==> src/rtl/wb_port_arbiter_pkg.sv <==
// Shared types and constants for the register-file writeback port arbiter.
// Included by every file of the arbiter slice.
package wb_pkg;

    localparam int REG_IDX_W = 4;
    localparam int NUM_REGS  = 16;
    localparam int STARVE_W  = 3;

    typedef enum logic [1:0] {
        SRC_NONE = 2'd0,
        SRC_ALU  = 2'd1,
        SRC_MEM  = 2'd2
    } wb_src_t;

    // Saturating increment of the ALU starvation counter.
    function automatic logic [STARVE_W-1:0] sat_inc(
        input logic [STARVE_W-1:0] value,
        input logic [STARVE_W-1:0] limit
    );
        logic [STARVE_W-1:0] result;
        if (value >= limit) begin
            result = limit;
        end else begin
            result = value + 3'd1;
        end
        return result;
    endfunction

endpackage

==> src/rtl/wb_port_arbiter_if.sv <==
// Writeback source handshakes plus register-file write port and hazard mask.
// slave = arbiter side, master = sources / register-file side.
interface wb_port_arbiter_if #(
    parameter int DATA_W = 32
);

    logic                          alu_valid;
    logic                          alu_ready;
    logic [wb_pkg::REG_IDX_W-1:0]  alu_rd;
    logic [DATA_W-1:0]             alu_data;

    logic                          mem_valid;
    logic                          mem_ready;
    logic [wb_pkg::REG_IDX_W-1:0]  mem_rd;
    logic [DATA_W-1:0]             mem_data;

    logic                          rf_le;
    logic [wb_pkg::REG_IDX_W-1:0]  rf_rw;
    logic [DATA_W-1:0]             rf_pw;
    logic [wb_pkg::NUM_REGS-1:0]   pend_mask;

    modport slave (
        input  alu_valid, alu_rd, alu_data,
        input  mem_valid, mem_rd, mem_data,
        output alu_ready, mem_ready,
        output rf_le, rf_rw, rf_pw, pend_mask
    );

    modport master (
        output alu_valid, alu_rd, alu_data,
        output mem_valid, mem_rd, mem_data,
        input  alu_ready, mem_ready,
        input  rf_le, rf_rw, rf_pw, pend_mask
    );

endinterface

==> src/rtl/wb_port_arbiter_onehot.sv <==
// Register index plus enable to a one-hot register mask (zero when disabled).
module wb_onehot
    import wb_pkg::*;
(
    input  logic [REG_IDX_W-1:0] i_idx,
    input  logic                 i_en,
    output logic [NUM_REGS-1:0]  o_onehot
);

    // Decode the index into a single set bit.
    always_comb begin
        o_onehot = {NUM_REGS{1'b0}};
        if (i_en) begin
            o_onehot[i_idx] = 1'b1;
        end else begin
            o_onehot = {NUM_REGS{1'b0}};
        end
    end

endmodule

==> src/rtl/wb_port_arbiter.sv <==
// Two-source register-file writeback arbiter: loads win, ALU force-granted after
// MAX_STARVE consecutive losses. Optional counters behind macro WB_STATS_EN.
module wb_port_arbiter
    import wb_pkg::*;
#(
    parameter int DATA_W     = 32,
    parameter int MAX_STARVE = 3
) (
    input  logic                clk,
    input  logic                rst_n,
    wb_port_arbiter_if.slave    bus
`ifdef WB_STATS_EN
    ,
    output logic [15:0]         stat_grants,
    output logic [15:0]         stat_conflicts
`endif
);

    localparam logic [STARVE_W-1:0] MAX_S = STARVE_W'(MAX_STARVE);

    wb_src_t                w_src;
    logic                   w_grant;
    logic [STARVE_W-1:0]    w_starve_nxt;
    logic [REG_IDX_W-1:0]   w_sel_rd;
    logic [DATA_W-1:0]      w_sel_data;
    logic [NUM_REGS-1:0]    w_mask_out;
    logic [NUM_REGS-1:0]    w_mask_alu;
    logic [NUM_REGS-1:0]    w_mask_mem;

    logic [STARVE_W-1:0]    r_starve;
    logic                   r_le;
    logic [REG_IDX_W-1:0]   r_rw;
    logic [DATA_W-1:0]      r_pw;

    // Grant selection; nothing is accepted while reset is asserted.
    always_comb begin
        w_src = SRC_NONE;
        if (!rst_n) begin
            w_src = SRC_NONE;
        end else if (bus.alu_valid && (!bus.mem_valid || (r_starve >= MAX_S))) begin
            w_src = SRC_ALU;
        end else if (bus.mem_valid) begin
            w_src = SRC_MEM;
        end else begin
            w_src = SRC_NONE;
        end
    end

    assign w_grant       = (w_src != SRC_NONE);
    assign bus.alu_ready = (w_src == SRC_ALU);
    assign bus.mem_ready = (w_src == SRC_MEM);

    // Starvation bookkeeping and write-payload mux driven by the grant.
    always_comb begin
        w_starve_nxt = {STARVE_W{1'b0}};
        w_sel_rd     = {REG_IDX_W{1'b0}};
        w_sel_data   = {DATA_W{1'b0}};
        case (w_src)
            SRC_ALU: begin
                w_starve_nxt = {STARVE_W{1'b0}};
                w_sel_rd     = bus.alu_rd;
                w_sel_data   = bus.alu_data;
            end
            SRC_MEM: begin
                // The ALU only loses when it was actually asking.
                if (bus.alu_valid) begin
                    w_starve_nxt = sat_inc(r_starve, MAX_S);
                end else begin
                    w_starve_nxt = {STARVE_W{1'b0}};
                end
                w_sel_rd   = bus.mem_rd;
                w_sel_data = bus.mem_data;
            end
            SRC_NONE: begin
                w_starve_nxt = {STARVE_W{1'b0}};
            end
            default: begin
                w_starve_nxt = {STARVE_W{1'b0}};
            end
        endcase
    end

    // Starvation counter and registered register-file write stage.
    always_ff @(posedge clk) begin
        if (!rst_n) begin
            r_starve <= {STARVE_W{1'b0}};
            r_le     <= 1'b0;
            r_rw     <= {REG_IDX_W{1'b0}};
            r_pw     <= {DATA_W{1'b0}};
        end else begin
            r_starve <= w_starve_nxt;
            r_le     <= w_grant;
            if (w_grant) begin
                r_rw <= w_sel_rd;
                r_pw <= w_sel_data;
            end
        end
    end

    assign bus.rf_le = r_le;
    assign bus.rf_rw = r_rw;
    assign bus.rf_pw = r_pw;

    wb_onehot u_mask_out (
        .i_idx    (r_rw),
        .i_en     (rst_n && r_le),
        .o_onehot (w_mask_out)
    );

    wb_onehot u_mask_alu (
        .i_idx    (bus.alu_rd),
        .i_en     (rst_n && bus.alu_valid),
        .o_onehot (w_mask_alu)
    );

    wb_onehot u_mask_mem (
        .i_idx    (bus.mem_rd),
        .i_en     (rst_n && bus.mem_valid),
        .o_onehot (w_mask_mem)
    );

    assign bus.pend_mask = w_mask_out | w_mask_alu | w_mask_mem;

`ifdef WB_STATS_EN
    logic [15:0] r_stat_grants;
    logic [15:0] r_stat_conflicts;

    // Free-running wrap-around grant and conflict counters.
    always_ff @(posedge clk) begin
        if (!rst_n) begin
            r_stat_grants    <= 16'd0;
            r_stat_conflicts <= 16'd0;
        end else begin
            if (w_grant) begin
                r_stat_grants <= r_stat_grants + 16'd1;
            end
            if (bus.alu_valid && bus.mem_valid) begin
                r_stat_conflicts <= r_stat_conflicts + 16'd1;
            end
        end
    end

    assign stat_grants    = r_stat_grants;
    assign stat_conflicts = r_stat_conflicts;
`endif

endmodule
==> src/flat_wrapper.sv <==
// flat-port wrapper written by rule: the top's interface ports become plain ports
module wb_port_arbiter_flat import wb_pkg::*;
#(
    parameter int DATA_W     = 32,
    parameter int MAX_STARVE = 3
)
  (clk, rst_n, bus_alu_valid, bus_alu_rd, bus_alu_data, bus_mem_valid, bus_mem_rd, bus_mem_data, bus_alu_ready, bus_mem_ready, bus_rf_le, bus_rf_rw, bus_rf_pw, bus_pend_mask);
  wb_port_arbiter_if #(.DATA_W(DATA_W)) bus_i ();
  input  logic clk;
  input  logic rst_n;
  input wire logic [$bits(bus_i.alu_valid)-1:0] bus_alu_valid;
  input wire logic [$bits(bus_i.alu_rd)-1:0] bus_alu_rd;
  input wire logic [$bits(bus_i.alu_data)-1:0] bus_alu_data;
  input wire logic [$bits(bus_i.mem_valid)-1:0] bus_mem_valid;
  input wire logic [$bits(bus_i.mem_rd)-1:0] bus_mem_rd;
  input wire logic [$bits(bus_i.mem_data)-1:0] bus_mem_data;
  output wire logic [$bits(bus_i.alu_ready)-1:0] bus_alu_ready;
  output wire logic [$bits(bus_i.mem_ready)-1:0] bus_mem_ready;
  output wire logic [$bits(bus_i.rf_le)-1:0] bus_rf_le;
  output wire logic [$bits(bus_i.rf_rw)-1:0] bus_rf_rw;
  output wire logic [$bits(bus_i.rf_pw)-1:0] bus_rf_pw;
  output wire logic [$bits(bus_i.pend_mask)-1:0] bus_pend_mask;
  assign bus_i.alu_valid = bus_alu_valid;
  assign bus_i.alu_rd = bus_alu_rd;
  assign bus_i.alu_data = bus_alu_data;
  assign bus_i.mem_valid = bus_mem_valid;
  assign bus_i.mem_rd = bus_mem_rd;
  assign bus_i.mem_data = bus_mem_data;
  assign bus_alu_ready = bus_i.alu_ready;
  assign bus_mem_ready = bus_i.mem_ready;
  assign bus_rf_le = bus_i.rf_le;
  assign bus_rf_rw = bus_i.rf_rw;
  assign bus_rf_pw = bus_i.rf_pw;
  assign bus_pend_mask = bus_i.pend_mask;
  wb_port_arbiter #(.DATA_W(DATA_W), .MAX_STARVE(MAX_STARVE)) u_core (.clk(clk), .rst_n(rst_n), .bus(bus_i));
endmodule
==> config.mk <==
export PLATFORM = sky130hd
export DESIGN_NAME = wb_port_arbiter_flat
export DESIGN_NICKNAME = d
export VERILOG_FILES = /design/src/rtl/wb_port_arbiter_pkg.sv /design/src/rtl/wb_port_arbiter_if.sv /design/src/rtl/wb_port_arbiter_onehot.sv /design/src/rtl/wb_port_arbiter.sv /design/src/flat_wrapper.sv
export SDC_FILE = /design/constraint.sdc
export NUM_CORES = 1
export LEC_CHECK = 0
export CAP_MARGIN = 20
export CORE_ASPECT_RATIO = 1.75
export CORE_MARGIN = 2
export CORE_UTILIZATION = 52
export DETAILED_ROUTE_END_ITERATION = 8
export DONT_BUFFER_PORTS = 1
export HOLD_SLACK_MARGIN = 0.03
export PLACE_DENSITY_LB_ADDON = 0.08
export SYNTH_ARGS = -nofsm -noshare
export SYNTH_HDL_FRONTEND = slang
export SYNTH_HIERARCHICAL = 1
export SYNTH_SLANG_ARGS = --single-unit
==> constraint.sdc <==
create_clock -name clk -period 3.8 [get_ports clk]
set_input_delay 0.38 -clock clk [delete_from_list [all_inputs] [get_ports clk]]
set_output_delay 0.38 -clock clk [all_outputs]
set_load 0.1 [all_outputs]
==> flow_summary.html <==
<table>
<tr><th>Metric</th><th>Value</th></tr>
<tr><th colspan="2">Status</th></tr>
<tr><td>Run status</td><td>finished clean</td></tr>
<tr><th colspan="2">Place</th></tr>
<tr><td>Port bufs</td><td>0</td></tr>
<tr><td>Cell count after placement</td><td>290</td></tr>
<tr><td>Routability-driven placement congestion ratio</td><td>just under 0.8</td></tr>
<tr><td>Setup slack after placement</td><td>1.12 ns</td></tr>
<tr><td>Half-perimeter wire length after detailed placement</td><td>roughly 4300 um</td></tr>
<tr><th colspan="2">Synth</th></tr>
<tr><td>Synthesized net count</td><td>320</td></tr>
<tr><td>Mapped Cells</td><td>between 200 and 250</td></tr>
<tr><td>Syn avg cell area</td><td>roughly 10 um2</td></tr>
<tr><td>Simple logic cell fraction of the synthesized area</td><td>0.213</td></tr>
<tr><td>Synth Warn #</td><td>6</td></tr>
<tr><td>Post-Synthesis Cell Area</td><td>2380 um2</td></tr>
<tr><td>Xor/xnor share of the synthesized area</td><td>0</td></tr>
<tr><td>Multiplexer share of the synthesized area</td><td>0</td></tr>
<tr><td>Post-synth EDFFs</td><td>0</td></tr>
<tr><td>Adder-Cell Fraction of Synth Area</td><td>0.0315</td></tr>
<tr><td>Count of cell types in the netlist</td><td>27</td></tr>
<tr><td>Dominant combinational cell family by area after synthesis</td><td>compound AO/OA/AOI/OAI gates</td></tr>
<tr><td>Proportion of register bits with asynchronous set or reset after synthesis</td><td>0</td></tr>
<tr><td>Main flop type after synthesis</td><td>dfxtp_1</td></tr>
<tr><td>Yosys reg bits</td><td>40</td></tr>
<tr><td>Sequential element share of the synthesized area</td><td>0.336</td></tr>
<tr><td>Compound-Gate Fraction of Synth Area</td><td>0.348</td></tr>
<tr><th colspan="2">Timing</th></tr>
<tr><td>Transition time at the pin with the least slew margin</td><td>1.02 ns</td></tr>
<tr><td>Count of pins over their slew limit</td><td>0</td></tr>
<tr><td>Worst max-slew margin expressed relative to the limit</td><td>0.320</td></tr>
<tr><td>Final total negative setup slack</td><td>0 ns</td></tr>
<tr><td>Worst setup slack after layout</td><td>about 0.91 ns</td></tr>
<tr><td>Timing-limited maximum frequency</td><td>around 350 MHz</td></tr>
<tr><td>RSZ-0062 raised after global routing</td><td>no</td></tr>
<tr><td>Hold violation count in the final report</td><td>0</td></tr>
<tr><td>Portion of the clock cycle consumed by the worst path in the final layout</td><td>0.760</td></tr>
<tr><td>Tmin final</td><td>between 2 and 3 ns</td></tr>
<tr><td>Clock skew after layout</td><td>0.0122 ns</td></tr>
<tr><td>Final setup violating endpoints</td><td>0</td></tr>
<tr><th colspan="2">Setup path</th></tr>
<tr><td>Worst Path Arrival</td><td>roughly 2.5 ns</td></tr>
<tr><td>Destination of the worst register-to-register timing path</td><td>u_core/bus.rf_rw[1]$_SDFFE_PN0P_</td></tr>
<tr><td>Crit path max-delay family</td><td>adder cells</td></tr>
<tr><td>Crit. End Element</td><td>primary output</td></tr>
<tr><td>Max FO, Critical Path</td><td>28</td></tr>
<tr><td>Critical path, cell by cell</td><td>ha_1 -&gt; ha_1 -&gt; a211o_1 -&gt; a21oi_1 -&gt; ha_2 -&gt; buf_12</td></tr>
<tr><td>Critical path start-end classification</td><td>flop to primary output</td></tr>
<tr><td>Required time worst endpoint</td><td>about 3.4 ns</td></tr>
<tr><td>Most common cell type on the critical path</td><td>ha_1</td></tr>
<tr><td>Worst r2r src</td><td>u_core/r_starve[0]$_SDFF_PN0_</td></tr>
<tr><td>Slowest cell on crit path</td><td>ha_2</td></tr>
<tr><td>Longest individual stage delay on the worst path</td><td>a little over 0.6 ns</td></tr>
<tr><td>Setup slack on the worst flop-to-flop path</td><td>about 1.1 ns</td></tr>
<tr><td>Kind of launch point of the worst setup path</td><td>flop</td></tr>
<tr><td>WP buf/inv</td><td>1</td></tr>
<tr><td>Register-to-Register Path Depth</td><td>8</td></tr>
<tr><th colspan="2">Route</th></tr>
<tr><td>DR vias/cell</td><td>~6.6</td></tr>
<tr><td>Starting DRC count in detailed routing</td><td>87</td></tr>
<tr><td>Via count</td><td>1,976</td></tr>
<tr><td>DRC violations left</td><td>0</td></tr>
<tr><td>Router iterations before antenna repair</td><td>5</td></tr>
<tr><td>Number of nets with antenna violations after routing</td><td>0</td></tr>
<tr><td>Average routed wire per standard cell</td><td>19.9 um</td></tr>
<tr><td>Total wire length after detailed routing</td><td>5930 um</td></tr>
<tr><th colspan="2">Clocking</th></tr>
<tr><td>Clock-pin transition on the worst setup and hold timing paths</td><td>0.08 ns</td></tr>
<tr><td># hold bufs at CTS</td><td>0</td></tr>
<tr><td>Total CTS buffers</td><td>5</td></tr>
<tr><td>Maximum root-to-sink buffer count</td><td>2</td></tr>
<tr><td>Clock insertion delay at the later pin of the skew report</td><td>roughly 0.30 ns</td></tr>
<tr><td>Post-CTS Setup Inserts</td><td>0</td></tr>
<tr><td>Post-CTS sizing</td><td>0</td></tr>
<tr><td>Clock sink count</td><td>40</td></tr>
<tr><td>TritonCTS clock tree</td><td>built</td></tr>
<tr><td>H-Tree Level Count</td><td>2</td></tr>
<tr><td>CTS root buf</td><td>clkbuf_8</td></tr>
<tr><th colspan="2">Floorplan</th></tr>
<tr><td>Vertical extent of the die</td><td>~94 um</td></tr>
<tr><td>Width of the chip</td><td>around 55 um</td></tr>
<tr><td>Total number of placement rows</td><td>32</td></tr>
<tr><td>Initial cell density of the core</td><td>0.541</td></tr>
<tr><td>Die area</td><td>between 5000 and 6000 um2</td></tr>
<tr><td>Core area</td><td>about 4400 um2</td></tr>
<tr><td>Number of placed I/O pins</td><td>131</td></tr>
<tr><th colspan="2">Cells and area</th></tr>
<tr><td>Leading cell types in the layout, fill and taps excluded</td><td>dfxtp_1 (40), a22oi_1 (36), nor2_1 (34)</td></tr>
<tr><td>Post-layout nets</td><td>between 300 and 400</td></tr>
<tr><td>Number of non-filler instances in the completed layout</td><td>298</td></tr>
<tr><td>Most frequent standard cell in the layout excluding fill and tap cells</td><td>dfxtp_1</td></tr>
<tr><td>Layout cell share with drive strength beyond 1</td><td>0.271</td></tr>
<tr><td>Sequential cell area</td><td>801 um2</td></tr>
<tr><td>Synth-to-layout area growth</td><td>7.09%</td></tr>
<tr><td>Area of the multi-input gates</td><td>~1400 um2</td></tr>
<tr><td>Inserted Diodes</td><td>0</td></tr>
<tr><td>Filler Cells Inserted</td><td>400</td></tr>
<tr><th colspan="2">Power and ir drop</th></tr>
<tr><td>Net switching fraction of the power</td><td>0.300</td></tr>
<tr><td>Leak Pwr</td><td>approximately 0.9 nW</td></tr>
<tr><td>Internal Dissipation</td><td>677 uW</td></tr>
<tr><td>Psw</td><td>approximately 290 uW</td></tr>
<tr><td>Cell Pwr Density</td><td>379 nW/um2</td></tr>
<tr><td>Part of the total power dissipated in sequential elements</td><td>0.480</td></tr>
<tr><td>Combinational share of power</td><td>0.142</td></tr>
<tr><td>Maximum resistive drop on vdd</td><td>slightly below 0.3 mV</td></tr>
<tr><td>Clk pwr share</td><td>0.378</td></tr>
<tr><th colspan="2">Global route</th></tr>
<tr><td>All-Layer GR Usage</td><td>0.222</td></tr>
<tr><td>Global-route wire length before repair</td><td>~8400 um</td></tr>
<tr><td>Via count of the first global-routing pass</td><td>approximately 1,800</td></tr>
<tr><td>Grt peak-use layer</td><td>met2</td></tr>
<tr><td>Antenna violations before repair</td><td>0</td></tr>
<tr><td>Fraction of met1 tracks used by global routing</td><td>0.234</td></tr>
<tr><td>Met2 track demand over resource</td><td>0.395</td></tr>
<tr><td>Pin count of the biggest net entering global routing</td><td>38</td></tr>
<tr><td>Total gr overflow</td><td>0</td></tr>
<tr><td>Met3 usage in global routing</td><td>0.0543</td></tr>
<tr><th colspan="2">Min path</th></tr>
<tr><td>Endpoint, Worst Hold</td><td>u_core/bus.rf_le$_SDFF_PN0_</td></tr>
<tr><td>Origin of the worst min-delay path</td><td>rst_n</td></tr>
<tr><td>Hold crit path type</td><td>primary input to flop</td></tr>
<tr><td>Cell depth of the worst hold path</td><td>1</td></tr>
<tr><th colspan="2">Flow run</th></tr>
<tr><td>Max-cap check violation count</td><td>0</td></tr>
</table>
worst max path at each step:
stage	from	endpoint	depth (start not counted)
2_1_floorplan	u_core/bus.rf_le$_SDFF_PN0_	bus_pend_mask[0]	4
3_3_place_gp	u_core/r_starve[0]$_SDFF_PN0_	u_core/bus.rf_rw[0]$_SDFFE_PN0P_	8
3_5_place_dp	u_core/r_starve[0]$_SDFF_PN0_	u_core/bus.rf_pw[29]$_SDFFE_PN0P_	8
4_1_cts	u_core/r_starve[0]$_SDFF_PN0_	bus_mem_ready	6
5_1_grt	u_core/r_starve[0]$_SDFF_PN0_	bus_mem_ready	6
6_report	u_core/r_starve[0]$_SDFF_PN0_	bus_mem_ready	6
cells in the mapped netlist, types with 3 or more instances:
library cell,count,area [um2]
nand3_1,4,20.0
o2bb2ai_1,6,52.6
a21oi_1,4,20.0
nor3_1,10,50.1
nand2_1,5,18.8
inv_1,4,15.0
or3_1,16,100
nor3_2,3,30.0
nor2_1,34,128
buf_6,3,33.8
or3b_4,3,33.8
buf_12,4,80.1
ha_1,6,75.1
nand2b_1,6,37.5
nand3b_1,6,45.0
o2bb2ai_2,30,450
dfxtp_1,40,801
buf_2,8,40.0
a22oi_1,36,270
worst reg2reg max path: stages, from the launching register on:
cell and delay (ns):
dfxtp_1 0.35, ha_1 0.21, ha_1 0.21, a211o_1 0.31, a21o_1 0.20, ha_1 0.20
nand3b_2 0.57, buf_4 0.42, o2bb2ai_1 0.19
sequential cells by signal, indices dropped and copies added (netlist names):
name,flops
u_core/bus.rf_le,1
u_core/bus.rf_rw,4
u_core/bus.rf_pw,32
u_core/r_starve,3
area by class of cell:
| cell class | count | share of cell area |
|---|---|---|
| sequential | 40 | 0.314 |
| clock inverter | 2 | 0.0152 |
| tap | 51 | 0.0250 |
| multi-input combinational | 179 | 0.556 |
| timing repair buffer | 16 | 0.0520 |
| inverter | 4 | 0.00589 |
| clock buffer | 6 | 0.0324 |
metrics by stage:
stage	hold slack, ns	power (mW)	util	cell area, um2
floorplan	0.461	0.604	-	2380
global placement	0.479	0.608	0.552	2430
detailed placement	0.501	0.611	0.552	2430
CTS	0.204	0.976	0.579	2550
global route	0.222	1.00	0.579	2550
finish	0.208	0.967	0.579	2550
kinds of logic after synthesis:
kind of cell	count (synthesis)
AOI/OAI and AO/OA	80
adders and majority gates	6
buffers and inverters	19
DFF	40
and+or+nand+nor	93
per-layer routing:
| layer | up-vias | routed length (um) |
|---|---|---|
| met3 | 13 | 491 |
| met4 | 0 | 126 |
| met5 | - | 0 |
| met2 | 110 | 3110 |
| li1 | 918 | - |
| met1 | 935 | 2200 |
power groups by stage:
| stage | clock (mW) | combinational [mW] | sequential [mW] |
|---|---|---|---|
| floorplan | 0 | 0.123 | 0.481 |
| global placement | 0 | 0.134 | 0.474 |
| detailed placement | 0 | 0.137 | 0.474 |
| CTS | 0.374 | 0.137 | 0.464 |
| global route | 0.390 | 0.146 | 0.465 |
| finish | 0.365 | 0.137 | 0.464 |
No activity file was read; power rests on OpenSTA's default activity.
